$ cat src/rtl/seg_scan_if.sv
// Purpose : bundles the host-side load/status handshake and the display drive
//           lines of the seven-segment scan controller.
// Signals : enable, mode, blank_lz, load, num  -> host to controller
//           busy, done, ovf, seg, seg1, an      -> controller to host/display
// Modports: master (host / bench), slave (seg_scan_ctrl)
interface seg_scan_if #(
    parameter int unsigned NUM_W = 32
);
    logic             enable;
    logic             mode;
    logic             blank_lz;
    logic             load;
    logic [NUM_W-1:0] num;
    logic             busy;
    logic             done;
    logic             ovf;
    logic [7:0]       seg;
    logic [7:0]       seg1;
    logic [7:0]       an;

    modport master (
        output enable, mode, blank_lz, load, num,
        input  busy, done, ovf, seg, seg1, an
    );

    modport slave (
        input  enable, mode, blank_lz, load, num,
        output busy, done, ovf, seg, seg1, an
    );
endinterface

$ cat src/rtl/seg_scan_ctrl.sv
// Purpose : converts a binary value to hex or BCD digits and scans them onto a
//           multiplexed, active-high seven-segment display.
// Ports   : clk  - sole clock, rising edge
//           rst  - asynchronous active-low reset
//           bus  - seg_scan_if.slave (load/num/mode in, busy/done/ovf out,
//                  seg for digits 4..7, seg1 for digits 0..3, one-hot an)
module seg_scan_ctrl #(
    parameter int unsigned DIGITS   = 8,
    parameter int unsigned SCAN_DIV = 50000,
    parameter int unsigned NUM_W    = 32
) (
    input  logic      clk,
    input  logic      rst,
    seg_scan_if.slave bus
);
    localparam int unsigned BCD_W = 4 * DIGITS;
    localparam int unsigned PSC_W = $clog2(SCAN_DIV);
    localparam int unsigned CNT_W = $clog2(NUM_W + 1);

    typedef enum logic [1:0] {S_IDLE, S_SHIFT, S_DONE} state_e;

    state_e           state_q;
    logic [NUM_W-1:0] num_q;
    logic [BCD_W-1:0] bcd_q;
    logic [BCD_W-1:0] disp_q;
    logic [CNT_W-1:0] cnt_q;
    logic             ovf_acc_q;
    logic             ovf_q;
    logic             busy_q;
    logic             done_q;
    logic [PSC_W-1:0] psc_q;
    logic [2:0]       dig_q;
    logic [2:0]       dig_d;
    logic             act_q;
    logic             act_d;
    logic [7:0]       an_q, an_d;
    logic [7:0]       seg_q, seg_d;
    logic [7:0]       seg1_q, seg1_d;

    logic [BCD_W-1:0] bcd_adj_c;
    logic [BCD_W-1:0] hex_dig_c;
    logic             hex_ovf_c;
    logic             tick_c;
    logic [4:0]       shamt_c;
    logic [3:0]       nib_c;
    logic             blank_c;
    logic [7:0]       code_c;

    function automatic logic [7:0] seg_code(input logic [3:0] n);
        case (n)
            4'h0: return 8'hfc;
            4'h1: return 8'h60;
            4'h2: return 8'hda;
            4'h3: return 8'hf2;
            4'h4: return 8'h66;
            4'h5: return 8'hb6;
            4'h6: return 8'hbe;
            4'h7: return 8'he0;
            4'h8: return 8'hfe;
            4'h9: return 8'hf6;
            4'ha: return 8'hee;
            4'hb: return 8'h3e;
            4'hc: return 8'h9c;
            4'hd: return 8'h7a;
            4'he: return 8'h9e;
            4'hf: return 8'h8e;
        endcase
    endfunction

    // Double-dabble correction: every nibble >= 5 gets +3 before the shift.
    always_comb begin
        bcd_adj_c = bcd_q;
        for (int i = 0; i < int'(DIGITS); i++) begin
            if (bcd_q[4*i +: 4] >= 4'd5) begin
                bcd_adj_c[4*i +: 4] = bcd_q[4*i +: 4] + 4'd3;
            end
        end
    end

    // Hex path: low DIGITS nibbles are shown, anything above them is overflow.
    assign hex_dig_c = BCD_W'(64'(bus.num));
    assign hex_ovf_c = |(64'(bus.num) >> BCD_W);

    // Converter FSM.
    always_ff @(posedge clk or negedge rst) begin
        if (!rst) begin
            state_q   <= S_IDLE;
            num_q     <= '0;
            bcd_q     <= '0;
            disp_q    <= '0;
            cnt_q     <= '0;
            ovf_acc_q <= 1'b0;
            ovf_q     <= 1'b0;
            busy_q    <= 1'b0;
            done_q    <= 1'b0;
        end else begin
            done_q <= 1'b0;
            case (state_q)
                S_IDLE: begin
                    if (bus.load) begin
                        busy_q <= 1'b1;
                        if (bus.mode) begin
                            state_q   <= S_SHIFT;
                            num_q     <= bus.num;
                            bcd_q     <= '0;
                            cnt_q     <= CNT_W'(NUM_W);
                            ovf_acc_q <= 1'b0;
                        end else begin
                            state_q   <= S_DONE;
                            bcd_q     <= hex_dig_c;
                            ovf_acc_q <= hex_ovf_c;
                        end
                    end
                end
                S_SHIFT: begin
                    bcd_q <= {bcd_adj_c[BCD_W-2:0], num_q[NUM_W-1]};
                    num_q <= num_q << 1;
                    cnt_q <= cnt_q - CNT_W'(1);
                    // A 1 leaving the top nibble means the value needs another digit.
                    if (bcd_adj_c[BCD_W-1]) begin
                        ovf_acc_q <= 1'b1;
                    end
                    if (cnt_q == CNT_W'(1)) begin
                        state_q <= S_DONE;
                    end
                end
                S_DONE: begin
                    disp_q  <= bcd_q;
                    ovf_q   <= ovf_acc_q;
                    done_q  <= 1'b1;
                    busy_q  <= 1'b0;
                    state_q <= S_IDLE;
                end
                default: state_q <= S_IDLE;
            endcase
        end
    end

    assign tick_c = (psc_q == PSC_W'(SCAN_DIV - 1));

    // Digit index: the first tick after reset lights digit 0, later ticks advance.
    always_comb begin
        act_d = act_q | tick_c;
        dig_d = dig_q;
        if (tick_c && act_q) begin
            dig_d = (dig_q == 3'(DIGITS - 1)) ? 3'd0 : dig_q + 3'd1;
        end
    end

    // Segment code of the digit being driven next cycle, from the live display register.
    always_comb begin
        shamt_c = {dig_d, 2'b00};
        nib_c   = 4'(disp_q >> shamt_c);
        blank_c = bus.blank_lz && (dig_d != 3'd0) && ((disp_q >> shamt_c) == '0);
        if (ovf_q) begin
            code_c = 8'h02;
        end else if (blank_c) begin
            code_c = 8'h00;
        end else begin
            code_c = seg_code(nib_c);
        end
        an_d   = '0;
        seg_d  = '0;
        seg1_d = '0;
        if (bus.enable && act_d) begin
            an_d = 8'b1 << dig_d;
            if (dig_d < 3'd4) begin
                seg1_d = code_c;
            end else begin
                seg_d = code_c;
            end
        end
    end

    // Scan prescaler and registered display drive.
    always_ff @(posedge clk or negedge rst) begin
        if (!rst) begin
            psc_q  <= '0;
            dig_q  <= '0;
            act_q  <= 1'b0;
            an_q   <= '0;
            seg_q  <= '0;
            seg1_q <= '0;
        end else begin
            psc_q  <= tick_c ? '0 : psc_q + PSC_W'(1);
            dig_q  <= dig_d;
            act_q  <= act_d;
            an_q   <= an_d;
            seg_q  <= seg_d;
            seg1_q <= seg1_d;
        end
    end

    assign bus.busy = busy_q;
    assign bus.done = done_q;
    assign bus.ovf  = ovf_q;
    assign bus.an   = an_q;
    assign bus.seg  = seg_q;
    assign bus.seg1 = seg1_q;
endmodule
$ cat src/flat_wrapper.sv
// flat-port wrapper written by rule: the top's interface ports become plain ports
module seg_scan_ctrl_flat 
#(
    parameter int unsigned DIGITS   = 8,
    parameter int unsigned SCAN_DIV = 50000,
    parameter int unsigned NUM_W    = 32
)
  (clk, rst, bus_enable, bus_mode, bus_blank_lz, bus_load, bus_num, bus_busy, bus_done, bus_ovf, bus_seg, bus_seg1, bus_an);
  seg_scan_if #(.NUM_W(NUM_W)) bus_i ();
  input  logic clk;
  input  logic rst;
  input wire logic [$bits(bus_i.enable)-1:0] bus_enable;
  input wire logic [$bits(bus_i.mode)-1:0] bus_mode;
  input wire logic [$bits(bus_i.blank_lz)-1:0] bus_blank_lz;
  input wire logic [$bits(bus_i.load)-1:0] bus_load;
  input wire logic [$bits(bus_i.num)-1:0] bus_num;
  output wire logic [$bits(bus_i.busy)-1:0] bus_busy;
  output wire logic [$bits(bus_i.done)-1:0] bus_done;
  output wire logic [$bits(bus_i.ovf)-1:0] bus_ovf;
  output wire logic [$bits(bus_i.seg)-1:0] bus_seg;
  output wire logic [$bits(bus_i.seg1)-1:0] bus_seg1;
  output wire logic [$bits(bus_i.an)-1:0] bus_an;
  assign bus_i.enable = bus_enable;
  assign bus_i.mode = bus_mode;
  assign bus_i.blank_lz = bus_blank_lz;
  assign bus_i.load = bus_load;
  assign bus_i.num = bus_num;
  assign bus_busy = bus_i.busy;
  assign bus_done = bus_i.done;
  assign bus_ovf = bus_i.ovf;
  assign bus_seg = bus_i.seg;
  assign bus_seg1 = bus_i.seg1;
  assign bus_an = bus_i.an;
  seg_scan_ctrl #(.DIGITS(DIGITS), .SCAN_DIV(SCAN_DIV), .NUM_W(NUM_W)) u_core (.clk(clk), .rst(rst), .bus(bus_i));
endmodule
$ cat config.mk
export PLATFORM = sky130hd
export DESIGN_NAME = seg_scan_ctrl_flat
export DESIGN_NICKNAME = d
export VERILOG_FILES = /design/src/rtl/seg_scan_if.sv /design/src/rtl/seg_scan_ctrl.sv /design/src/flat_wrapper.sv
export SDC_FILE = /design/constraint.sdc
export NUM_CORES = 1
export LEC_CHECK = 0
export CAP_MARGIN = 0
export CORE_ASPECT_RATIO = 1.4
export CORE_UTILIZATION = 30
export DETAILED_ROUTE_END_ITERATION = 7
export PLACE_DENSITY_LB_ADDON = 0.3
export SETUP_SLACK_MARGIN = 0.2
export SYNTH_ARGS = -nofsm -noshare
export SYNTH_HDL_FRONTEND = slang
export SYNTH_SLANG_ARGS = --single-unit
$ cat constraint.sdc
create_clock -name clk -period 4.2 [get_ports clk]
set_input_delay 1.05 -clock clk [delete_from_list [all_inputs] [get_ports clk]]
set_output_delay 1.05 -clock clk [all_outputs]
set_load 0.05 [all_outputs]
==> impl_metrics.json <==
{
  "ys_seq_area_frac": 0.4529,
  "wire_per_inst_um": 15.64,
  "placed_area_sq_um": 9340,
  "die_area_sq_um": 28300,
  "core_sq_um": 27010,
  "worst_pin_slew_ps": 1122,
  "num_rows": 71,
  "worstPathRequired_ps": 4490,
  "drc": 0,
  "status": "finished, final reports clean",
  "pwr-share-clk": 0.230,
  "place_congestion": 0.8680,
  "intPower_w": 0.004083,
  "rrSetupSlack_ps": 380,
  "worstSetupEndpointType": "flip-flop",
  "yosysTopAreaCellShare": 0.4529,
  "firstDrtPassIters": 7,
  "area_delta_synth_final_pct": 20.95,
  "antenna_found_initial": 0,
  "synthArstFlopShare": 1.000,
  "fin_nets": 998,
  "avgSynthCellArea_sq_um": 9.418,
  "grt_max_degree": 91,
  "synth_edf_count": 0,
  "holdCritPathClass": "reg -> reg",
  "period_minus_slack_ps": 3820,
  "synth-compound-area-share": 0.1581,
  "postCtsHoldBufs": 0,
  "yosysUniqueCellTypes": 63,
  "io_buffer_count": 62,
  "reg2regPathDepth": 14,
  "synth.area.mux_share": 0.08967,
  "fmax_ghz": 0.2618,
  "grt_pass1_vias": 6604,
  "syn-cell-area_sq_um": 8288,
  "finalSetupTns_ps": 0,
  "initial_core_util": 0.3069,
  "yosys_warnings": 0,
  "clk_latency_ps": 430,
  "synth_xor_area_frac": 0.02748,
  "cts_tree": "yes",
  "power_density_nw_per_um2": 671.2,
  "synthCells": 880,
  "hpwlAfterDp_mm": 14.44,
  "cts.clk_slew.worst_paths_ps": 60,
  "track_usage": 0.1554,
  "synth_fa_ha_area_frac": 0.04076,
  "finalSetupViolations": 0,
  "root_buffer": "clkbuf_16",
  "crit_path_max_fanout": 7,
  "wl_mm": 20.50,
  "drv_cap": 0,
  "crit_end": "u_core.bus.seg[2]",
  "drv_slew": 0,
  "cts_buffer_depth": 2,
  "drt_iter0_markers": 284,
  "timing.rr.end": "u_core.bus.seg[2]",
  "hold_violations": 0,
  "die_w_um": 142.5,
  "synthSimpleGateAreaFrac": 0.1886,
  "combPwrFrac": 0.393,
  "num_vias": 6617,
  "crit_start": "u_core.psc_q[10]",
  "switchingPower_w": 0.002645,
  "grt_pass1_wl_mm": 34.30,
  "r2r-start": "u_core.psc_q[10]",
  "synth_seq_cells": 150,
  "start_kind": "flip-flop",
  "synth.area.top_cells": "dfrtp_1 (45%), nand2_1 (4.9%), mux2_2 (4.8%)",
  "holdWs_ps": 480.1,
  "overflow": 0,
  "relSlewSlack": 0.2522,
  "io_pins": 65,
  "cts-htree-levels": 4,
  "vdd_ir_drop_max_mv": 0.3559,
  "min_period_over_period": 0.9095,
  "synth_top_family_by_area": "simple AND/OR/NAND/NOR gates",
  "crit_arrival_ps": 4110,
  "fin_cells": 1311,
  "die_y_um": 198.7,
  "rsz0062_at_grt": "true",
  "dp_cells": 1273,
  "drive_gt1_frac": 0.1300,
  "fin_worst_skew_ps": 7.313,
  "seqPwrFrac": 0.378,
  "ant_nets": 0,
  "antenna_cells": 0,
  "synthFlopType": "dfrtp_1",
  "finalInstanceArea_sq_um": 10020,
  "cts_sinks": 150,
  "power.leakage_nw": 4.171,
  "crit_type": "reg -> reg",
  "synth_largest_area_cell": "dfrtp_1",
  "switching_share": 0.3932,
  "vias_per_cell": 5.047,
  "cts_made_buffers": 17
}
metrics by stage:
step	setup WS [ps]	power [W]	utilization
after detailed placement	47.15	0.005189	0.3459
after global placement	119.3	0.005136	0.3459
after CTS	238.3	0.006763	0.3687
after global routing	193.6	0.007282	0.3712
final	380.0	0.006728	0.3712
after floorplan	264.3	0.004422	-
how the worst min path moves through the flow:
stage	start	to	depth (start not counted)
3_5_place_dp	u_core.psc_q[0]	u_core.psc_q[0]	1
6_report	u_core.psc_q[0]	u_core.psc_q[0]	1
5_1_grt	u_core.num_q[0]	u_core.num_q[0]	1
4_1_cts	u_core.psc_q[0]	u_core.psc_q[0]	1
2_1_floorplan	u_core.psc_q[0]	u_core.psc_q[0]	1
3_3_place_gp	u_core.psc_q[0]	u_core.psc_q[0]	1
cell families after synthesis:
kind of cell | after synthesis
compound gates | 207
xor+xnor | 26
fa+ha+maj | 27
buf+inv | 84
flops | 150
mux | 67
other cells | 1
simple gates | 318
power groups by stage:
stage               combinational [W]  sequential [W]  clock [W]
floorplan                     0.00207         0.00235          0
global placement              0.00258         0.00255          0
detailed placement            0.00263         0.00256          0
CTS                           0.00264         0.00254    0.00158
global route                  0.00302         0.00262    0.00164
finish                        0.00264         0.00254    0.00155
state kept, by name, indices dropped and copies added (netlist names):
| name | flops |
|---|---|
| u_core.bcd_q | 32 |
| u_core.disp_q | 32 |
| u_core.num_q | 32 |
| u_core.psc_q | 16 |
| u_core.bus.an | 8 |
| u_core.bus.seg1 | 7 |
| u_core.bus.seg | 7 |
| u_core.cnt_q | 6 |
| u_core.dig_q | 3 |
| u_core.state_q | 2 |
| u_core.act_q | 1 |
| u_core.bus.busy | 1 |
| u_core.bus.done | 1 |
| u_core.bus.ovf | 1 |
| u_core.ovf_acc_q | 1 |
cell usage in the layout, fill, tap and decap left out, types with 5 or more instances in the layout:
| cell | instances |
|---|---|
| o21bai_1 | 10 |
| o21ai_0 | 25 |
| clkdlybuf4s50_1 | 61 |
| mux2_2 | 35 |
| nand3_1 | 14 |
| a211oi_1 | 31 |
| inv_1 | 25 |
| a31oi_1 | 32 |
| nor2_1 | 85 |
| mux2i_1 | 25 |
| a32oi_1 | 9 |
| buf_4 | 24 |
| and3_1 | 7 |
| xor2_1 | 12 |
| dfrtp_1 | 150 |
| a21oi_1 | 70 |
| nor2b_1 | 6 |
| xnor2_1 | 14 |
| nor4_1 | 8 |
| o22ai_1 | 8 |
| nor3_1 | 20 |
| clkbuf_16 | 17 |
| nand2b_1 | 8 |
| nand2_1 | 109 |
| ha_1 | 27 |
| clkbuf_8 | 5 |
| nor3b_1 | 34 |
synth_stat cells (all sizes together) (2+ instances only):
master     n
a211oi    34
a21oi     72
a221oi     2
a22oi      2
a31oi     32
a32oi      9
and3       7
buf       19
clkbuf    37
dfrtp    150
ha        27
inv       27
mux2      39
mux2i     28
nand2    109
nand2b     9
nand3     14
nand4      3
nand4bb    2
nor2      86
nor2b      8
nor3      21
nor3b     34
nor4      14
o21a       2
o21ai     25
o21bai    10
o22ai      8
or2        4
or4        3
xnor2     14
xor2      12
repair_timing:
| action | CTS | global route |
|---|---|---|
| resized for setup | 3 | 8 |
| gates cloned | 0 | 1 |
| endpoints found under the setup margin | 14 | 14 |
| pin swaps | 1 | 4 |
| buffers inserted | 0 | 5 |
metal layers:
layer  up-vias  GRT usage  wire length, um
li1       3229          -                -
met1      3216     0.1940             9057
met2       126     0.2614            10170
met3        46    0.02961              681
met4         0    0.06412              595
met5         -          0                0
critical path, stage by stage (launching register included):
cell and delay [ps]:
dfrtp_1 400, or4b_4 580, or4_4 640, buf_4 180, mux2_1 320, a22oi_2 140, mux2_1 170, a21oi_2 70
inv_1 80, ha_1 160, nand3_1 70, or3_4 410, nor3_2 180, buf_4 200, nor4_1 60
area by class of cell:
cell class / count / area, sq um
fillers: 2767 / 16980
multi-input cells: 647 / 4257
flip-flops and latches: 150 / 3754
repair buffers: 89 / 853.3
clock buffers: 24 / 501.7
well taps: 365 / 456.7
inverters: 28 / 107.6
clock inverters: 8 / 95.09
No activity file was read; power rests on OpenSTA's default activity.
